**src/rtl/output_seq_pkg.sv**
```systemverilog
// output_seq_pkg: shared state encoding, address width and edit-command record
package output_seq_pkg;
   localparam int ADDR_W = 5;
   typedef enum logic [1:0] {IDLE, LOAD, EDIT, DONE} state_t;
   typedef struct packed {
      logic [ADDR_W-1:0] addr;
      logic              val;
      logic              cond;
      logic              last;
   } cmd_t;
endpackage

```
**src/rtl/output_edit_sequencer_cmd_fifo.sv**
```systemverilog
// cmd_fifo: edit-command FIFO, DEPTH entries (power of two), registered head
// Ports: clk, reset (sync, active-high), push/din write side, pop read side,
//        full/empty status, head = oldest entry (valid while !empty)
module cmd_fifo import output_seq_pkg::*; #(
   parameter int DEPTH = 4
) (
   input  logic clk,
   input  logic reset,
   input  logic push,
   input  cmd_t din,
   input  logic pop,
   output logic full,
   output logic empty,
   output cmd_t head
);
   localparam int AW = $clog2(DEPTH);
   localparam int CW = AW + 1;
   cmd_t           mem [DEPTH];
   logic [AW-1:0]  wr_ptr, rd_ptr;
   logic [CW-1:0]  count;
   logic           wr_en, rd_en;
   assign wr_en = push && !full;
   assign rd_en = pop && !empty;
   assign full  = count == CW'(DEPTH);
   assign empty = count == '0;
   assign head  = mem[rd_ptr];
   always_ff @(posedge clk)
      if (wr_en) mem[wr_ptr] <= din;
   // pointers wrap naturally because DEPTH is a power of two
   always_ff @(posedge clk) begin
      if (reset) begin
         wr_ptr <= '0;
         rd_ptr <= '0;
         count  <= '0;
      end else begin
         if (wr_en) wr_ptr <= wr_ptr + 1'b1;
         if (rd_en) rd_ptr <= rd_ptr + 1'b1;
         count <= count + CW'(wr_en) - CW'(rd_en);
      end
   end
endmodule

```
**src/rtl/output_edit_sequencer.sv**
```systemverilog
// output_edit_sequencer: loads the output word, then applies queued bit edits
// Ports: clk, reset (sync, active-high); start begins a transaction in IDLE;
//        cmd_* with cmd_valid/cmd_ready queue edit commands at any time;
//        addr/val/do_write/en_edit/en_load_input/mux_data drive the output
//        buffer; busy is high outside IDLE; done pulses once per transaction.
// Build option: OUTPUT_SEQ_STATS_EN adds edit_count[5:0], a saturating count
//        of conditional edits since the last accepted start.
module output_edit_sequencer import output_seq_pkg::*; #(
   parameter int DEPTH  = 4,
   parameter int ADDR_W = output_seq_pkg::ADDR_W
) (
   input  logic              clk,
   input  logic              reset,
   input  logic              start,
   input  logic              cmd_valid,
   output logic              cmd_ready,
   input  logic [ADDR_W-1:0] cmd_addr,
   input  logic              cmd_val,
   input  logic              cmd_cond,
   input  logic              cmd_last,
   output logic [ADDR_W-1:0] addr,
   output logic              do_write,
   output logic              val,
   output logic              en_edit,
   output logic              en_load_input,
   output logic              mux_data,
   output logic              busy,
`ifdef OUTPUT_SEQ_STATS_EN
   output logic [5:0]        edit_count,
`endif
   output logic              done
);
   localparam int PW = output_seq_pkg::ADDR_W;
   state_t state, nxt;
   cmd_t   din, head;
   logic   full, empty, push, pop;
   assign din  = '{addr: PW'(cmd_addr), val: cmd_val, cond: cmd_cond, last: cmd_last};
   assign push = cmd_valid && !full;
   assign pop  = state == EDIT && !empty;
   cmd_fifo #(.DEPTH(DEPTH)) u_fifo (
      .clk   (clk),
      .reset (reset),
      .push  (push),
      .din   (din),
      .pop   (pop),
      .full  (full),
      .empty (empty),
      .head  (head)
   );
   always_ff @(posedge clk)
      state <= reset ? IDLE : nxt;
   always_comb begin
      nxt = state;
      case (state)
         IDLE:    nxt = start ? LOAD : IDLE;
         LOAD:    nxt = EDIT;
         EDIT:    nxt = (pop && head.last) ? DONE : EDIT;
         default: nxt = IDLE;
      endcase
   end
   // outputs depend only on state and the registered FIFO head/status
   always_comb begin
      cmd_ready     = !full;
      busy          = state != IDLE;
      done          = state == DONE;
      en_load_input = state == LOAD;
      mux_data      = state == LOAD;
      en_edit       = pop;
      addr          = pop ? ADDR_W'(head.addr) : '0;
      val           = pop && head.val;
      do_write      = pop && head.cond;
   end
`ifdef OUTPUT_SEQ_STATS_EN
   always_ff @(posedge clk) begin
      if (reset || (state == IDLE && start)) edit_count <= '0;
      else if (pop && head.cond && edit_count != 6'd63) edit_count <= edit_count + 6'd1;
   end
`endif
endmodule

```
**config.mk**
```make
export PLATFORM = sky130hd
export DESIGN_NAME = output_edit_sequencer
export DESIGN_NICKNAME = d
export VERILOG_FILES = /design/src/rtl/output_seq_pkg.sv /design/src/rtl/output_edit_sequencer_cmd_fifo.sv /design/src/rtl/output_edit_sequencer.sv
export SDC_FILE = /design/constraint.sdc
export NUM_CORES = 1
export LEC_CHECK = 0
export BUFFER_PORTS_ARGS = -buffer_cell sky130_fd_sc_hd__buf_2
export CAP_MARGIN = 30
export CELL_PAD_IN_SITES_DETAIL_PLACEMENT = 1
export CELL_PAD_IN_SITES_GLOBAL_PLACEMENT = 1
export CORE_UTILIZATION = 50
export CTS_CLUSTER_SIZE = 40
export DETAILED_ROUTE_END_ITERATION = 10
export PLACE_DENSITY = 0.91
export SLEW_MARGIN = 20
export SYNTH_ARGS = -nofsm -noshare
export SYNTH_HDL_FRONTEND = slang
export SYNTH_SLANG_ARGS = --single-unit
```
**constraint.sdc**
```tcl
create_clock -name clk -period 5.3 [get_ports clk]
set_input_delay 1.06 -clock clk [delete_from_list [all_inputs] [get_ports clk]]
set_output_delay 1.06 -clock clk [all_outputs]
set_load 0.1 [all_outputs]
```
== Word-level counts from Yosys, hierarchy flattened ==
Memories as Yosys holds them, arrays and structs flattened. A register that Yosys moved wholly into a read port is not among the register bits.
Cells that the tools add are included.
Word-level totals
  memories: 1
  register bits: 9
  bits in writable memories: 32
Memories
  u_fifo.mem: words 4, bits a word 8, rd ports 1, clocked after memory_dff 1, wr ports 1, RTL line output_edit_sequencer_cmd_fifo.sv:18  | cmd_t mem [DEPTH];
Operators by class
  multiplexer cells: 8
  eq/ne operators: 4
  $add $sub $neg: 4
  reduce and logical (&&, ||, !) cells: 12
Operator list (count)
  $logic_and 1x1->1: 7
  $pmux 2 s3: 1
  $mux 5: 1
  $add 2x1->2 const B: 2
  $eq 2x2->1 const B: 2
  $mux 1: 4
  $mux 2: 2
  $add 3x1->3: 1
  $eq 3x3->1 const B: 1
  $logic_not 3->1: 1
  $sub 3x1->3: 1
  $eq 2x1->1 const B: 1
  $logic_not 1->1: 2
  $logic_not 2->1: 1
  $reduce_bool 2->1: 1

== Longest topological paths before layout ==
  depth after elaboration: 6
  mapped depth: 12

== Cells and area by module ==
Synthesis repeated with hierarchy kept, for this count alone.
Unflattened totals
  cell total of the unflattened synthesis: 117
  area total of the unflattened synthesis: 1840.5 um2
By module, submodules not included
  cmd_fifo: times used 1, sequential area each 1141.1 um2, cells each 93, area an instance 1634.1 um2
  output_edit_sequencer: times used 1, sequential area each 40.0 um2, cells each 24, area an instance 206.4 um2

== Least setup slack after synthesis ==
Ideal clock, no wire load.
  path kind: register -> output
  start point: reg state[0]
  end point: out addr[0]
  arrival: 1.981 ns
  setup slack: 2.259 ns
  stages on the path, launching flop included: 6
  path through: dfxtp_1 inv_1 ha_1 o31a_1 buf_2 and2_1
On the way
  longest elaborated chain between the ends: 3
Ends and longest elaborated chain
  start, declared: RTL line output_edit_sequencer.sv:34  | state_t state, nxt;
  start signal, assigned: RTL line output_edit_sequencer.sv:51  | state <= reset ? IDLE : nxt;
  $eq 2x2->1: RTL line output_edit_sequencer.sv:39  | assign pop = state == EDIT && !empty;
  $logic_and 1x1->1: RTL line output_edit_sequencer.sv:39
  named net en_edit: RTL line output_edit_sequencer.sv:24  | output logic en_edit,
  $mux 5: RTL line output_edit_sequencer.sv:69  | addr = pop ? ADDR_W'(head.addr) : '0;
  end, declared: RTL line output_edit_sequencer.sv:21  | output logic [ADDR_W-1:0] addr,
The timed path passes the listed nets, and every way through them passes these cells.

==> summary by stage <==
Worst setup path
The category of the most critical setup path is register to output port. The capturing point of the worst reg2reg path is u_fifo.count[2]. The required time of the critical path is 4240 ps. STA classifies the critical path endpoint as an output port. The beginning of the worst register-to-register path is state[0]. The arrival time at the worst endpoint is 2060 ps. Along the worst path, the maximum fanout reaches 8. The slack of the worst reg-to-reg path is 2760 ps. Following the worst setup path forward leads to its endpoint at addr[2]. The critical path launch point type is a register.

The worst register-to-register path has a depth of 11.

Timing
Between clock sinks in the finished design, the worst skew comes to 9.71 ps. The final number of max-transition violations came to 0. The highest clock rate is 321 MHz.

The post-route setup TNS is 0 ps. Setup repair after global routing left no endpoint under its margin. The minimum period implied by the final worst setup slack is 3120 ps. The final count of hold timing violations is 0. The relative slew slack is 67.5%. The slew at the pin closest to its max-slew limit is 490 ps.

In the finished design, the share of the clock period the worst path needs comes to 58.8%. The count of final setup violators is 0. Setup slack closes at 2180 ps.

Route
The number of vias in the routed layout is 988. The sum of routed wire length over all layers is 3450 um. After detailed routing, the number of remaining DRC violations is 0. The number of nets still failing antenna checks after routing is 0.

The average vias per placed instance is 5.31. In this run, the number of DRC markers left after iteration 0 of detailed routing was 13. Before antenna repair, the detailed router went through 4 iterations. In the final routed layout, each cell accounts on average for 18.6 um.

Logic synthesis
The commonest cells after synthesis are 32 x sky130_fd_sc_hd__edfxtp_1, 11 x sky130_fd_sc_hd__dfxtp_1, 11 x sky130_fd_sc_hd__ha_1, 10 x sky130_fd_sc_hd__inv_1, 8 x sky130_fd_sc_hd__and2_1. The synthesized design spends more area on one cell type than any other, namely sky130_fd_sc_hd__edfxtp_1. The number of nets produced by synthesis is 137. The distinct cell type count of the synthesized netlist is 26. Among all flip-flop cells after synthesis, the most frequent one is sky130_fd_sc_hd__edfxtp_1. sky130_fd_sc_hd__edfxtp_1 is the most common cell in the netlist. Synthesis produced 113 cells. The fraction of registers with async set/reset is 0%. During synthesis, Yosys emitted a total of 0 warnings. The synthesized design contains 43 register bits. After synthesis, the largest area contributor takes up 52.8% of total cell area. Of the synthesized area, sequential elements account for 64.9%.

Ranked by total cell area, the synthesized netlist is headed by sky130_fd_sc_hd__edfxtp_1 53%, sky130_fd_sc_hd__dfxtp_1 12%, sky130_fd_sc_hd__mux4_1 8.7%. In this run the mean area of a mapped cell was 16.1 sq um. Yosys mapped a number of flops with a built-in enable equal to 32. The summed instance area of the synthesized netlist is 1820 sq um.

Layout
The final net count is 163. The antenna diode count is 0. The summed area of non-filler cells in the final layout is 2030 sq um. Cells fill 59.3% of the core in the end. In the final layout, the share of cells above drive strength 1 is 23.6%. The area growth from synthesis to final layout is 11.3%.

Clock network
Buffers inserted to repair hold after CTS numbered 0. The root cell of the clock tree is sky130_fd_sc_hd__clkbuf_4. The H-tree depth is 2. CTS saw 43 sinks. At the later pin of the worst-skew pair, clock insertion delay measures 350 ps. The post-CTS setup-driven buffer insertion count is 0.

The clock-pin slew reported for the worst setup and hold paths after clock tree synthesis is 110 ps. TritonCTS built the clock tree. The maximum count of clock buffers along a single path is 2. Once the clock tree was built, the resizer swapped 0 gates to a different size.

Clock tree synthesis inserted a total of 5 buffers.

Placement
After legalization and detailed placement, the total HPWL measured 2660 um. The count of buffers inserted at the top-level ports is 24. The congestion estimate from routability-driven global placement came to 0.691. The placed instances occupy a cell area of 1970 sq um. Before CTS, the worst setup slack after placement is 2530 ps.

Power
The worst supply voltage drop on vdd is 0.251 mV. The overall power after layout is 0.000814 W. The ratio of total power to cell area is 402 nW/um^2.

The reported leakage power is 0.808 nW.

Flow run
Max-cap violations in this run came to 0.

Status
The run finished with clean final reports.

Global route
The first-pass GRT wire length is 5440 um. Global routing consumed, over all layers together, 19.8% of the routing resources. The number of antenna violations at the first check in global routing is 0. The overflow left after global routing is 0. The pin count of the biggest net entering global routing is 14. The via count of the first global-routing pass is 1094.

Die
The floorplan core area is 3420 sq um. The vertical die dimension is 62.3 um. The placement row count is 21. The area of the die is 3890 sq um. The initial utilization of the core area, before any placement, comes to 53.3%. The total I/O pin count is 25. The die extent in x is 62.3 um.

Min path
The class of the most critical hold timing path is register to register.
[cells by family after synthesis]
| logic type | Yosys count | share of synthesized area, % |
|---|---|---|
| XOR/XNOR | 3 | 1.44 |
| buffers and inverters | 15 | 3.85 |
| AND/OR/NAND/NOR | 25 | 7.56 |
| AO/OA/AOI/OAI | 7 | 2.47 |
| flip-flops | 43 | 64.9 |
| adder cells (fa/ha/maj) | 12 | 8.66 |
| multiplexers | 8 | 11.1 |
[worst min-delay path by stage]
stage	startpoint	endpoint	slack (ps)	depth (start not counted)
after floorplan	u_fifo.wr_ptr[0]	u_fifo.wr_ptr[0]	480	2
after CTS	u_fifo.wr_ptr[0]	u_fifo.wr_ptr[0]	550	2
final	u_fifo.wr_ptr[0]	u_fifo.wr_ptr[0]	540	2
after global placement	u_fifo.wr_ptr[0]	u_fifo.wr_ptr[0]	510	2
after detailed placement	u_fifo.rd_ptr[1]	register	530	2
after global routing	u_fifo.wr_ptr[0]	u_fifo.wr_ptr[0]	580	2
[placed cells by master (no fill, tap or decap), types with 2 or more instances in the layout]
cell / n
sky130_fd_sc_hd__a21oi_1: 2
sky130_fd_sc_hd__buf_2: 24
sky130_fd_sc_hd__xor2_1: 2
sky130_fd_sc_hd__clkbuf_4: 5
sky130_fd_sc_hd__o21ai_0: 2
sky130_fd_sc_hd__nand3_1: 2
sky130_fd_sc_hd__and3_1: 4
sky130_fd_sc_hd__nor2_1: 6
sky130_fd_sc_hd__mux4_2: 2
sky130_fd_sc_hd__and2_1: 8
sky130_fd_sc_hd__inv_1: 10
sky130_fd_sc_hd__mux4_1: 6
sky130_fd_sc_hd__ha_1: 11
sky130_fd_sc_hd__nor3_1: 2
sky130_fd_sc_hd__dfxtp_1: 11
sky130_fd_sc_hd__nor2b_1: 2
sky130_fd_sc_hd__edfxtp_1: 32
[state kept, by name, indices dropped and copies added (netlist names), named ones only]
| signal | count |
|---|---|
| u_fifo.wr_ptr | 2 |
| u_fifo.rd_ptr | 2 |
| state | 2 |
| u_fifo.count | 3 |
| u_fifo.mem | 32 |
[report_power, final]
part	internal (W)	switching [W]	leakage, nW	total, W
logic	0.0000637	0.000159	0.390	0.000222
clock network	0.0000644	0.0000990	0.0353	0.000163
registers	0.000401	0.0000272	0.383	0.000428
total	0.000529	0.000285	0.808	0.000814
[critical path, stage by stage (launching register included)]
cell and delay (ps):
sky130_fd_sc_hd__dfxtp_1 630, sky130_fd_sc_hd__mux4_1 620, sky130_fd_sc_hd__and2_1 180, sky130_fd_sc_hd__buf_2 290
[per-stage QoR]
step / cells / hold WS, ps
3_5_place_dp: 178 / 527
5_1_grt: 186 / 577
3_3_place_gp: 178 / 509
6_report: 186 / 544
2_1_floorplan: 113 / 484
4_1_cts: 186 / 547
[metal layers]
| metal | GRT usage [%] | part of all wire, % | routed length [um] |
|---|---|---|---|
| met1 | 20.6 | 39 | 1340 |
| met5 | 0 | 0 | 0 |
| met4 | 8.14 | 1.9 | 65 |
| met2 | 36.5 | 55 | 1900 |
| met3 | 6.25 | 4.2 | 145 |
[final cells by class]
class / count / area (sq um)
well taps: 46 / 57.6
fillers: 346 / 1390
inverters: 10 / 37.5
clock buffers: 7 / 55.1
clock inverters: 1 / 5.00
flip-flops and latches: 43 / 1180
multi-input cells: 55 / 569
repair buffers: 24 / 120
Power figures use the tool's default switching activity.
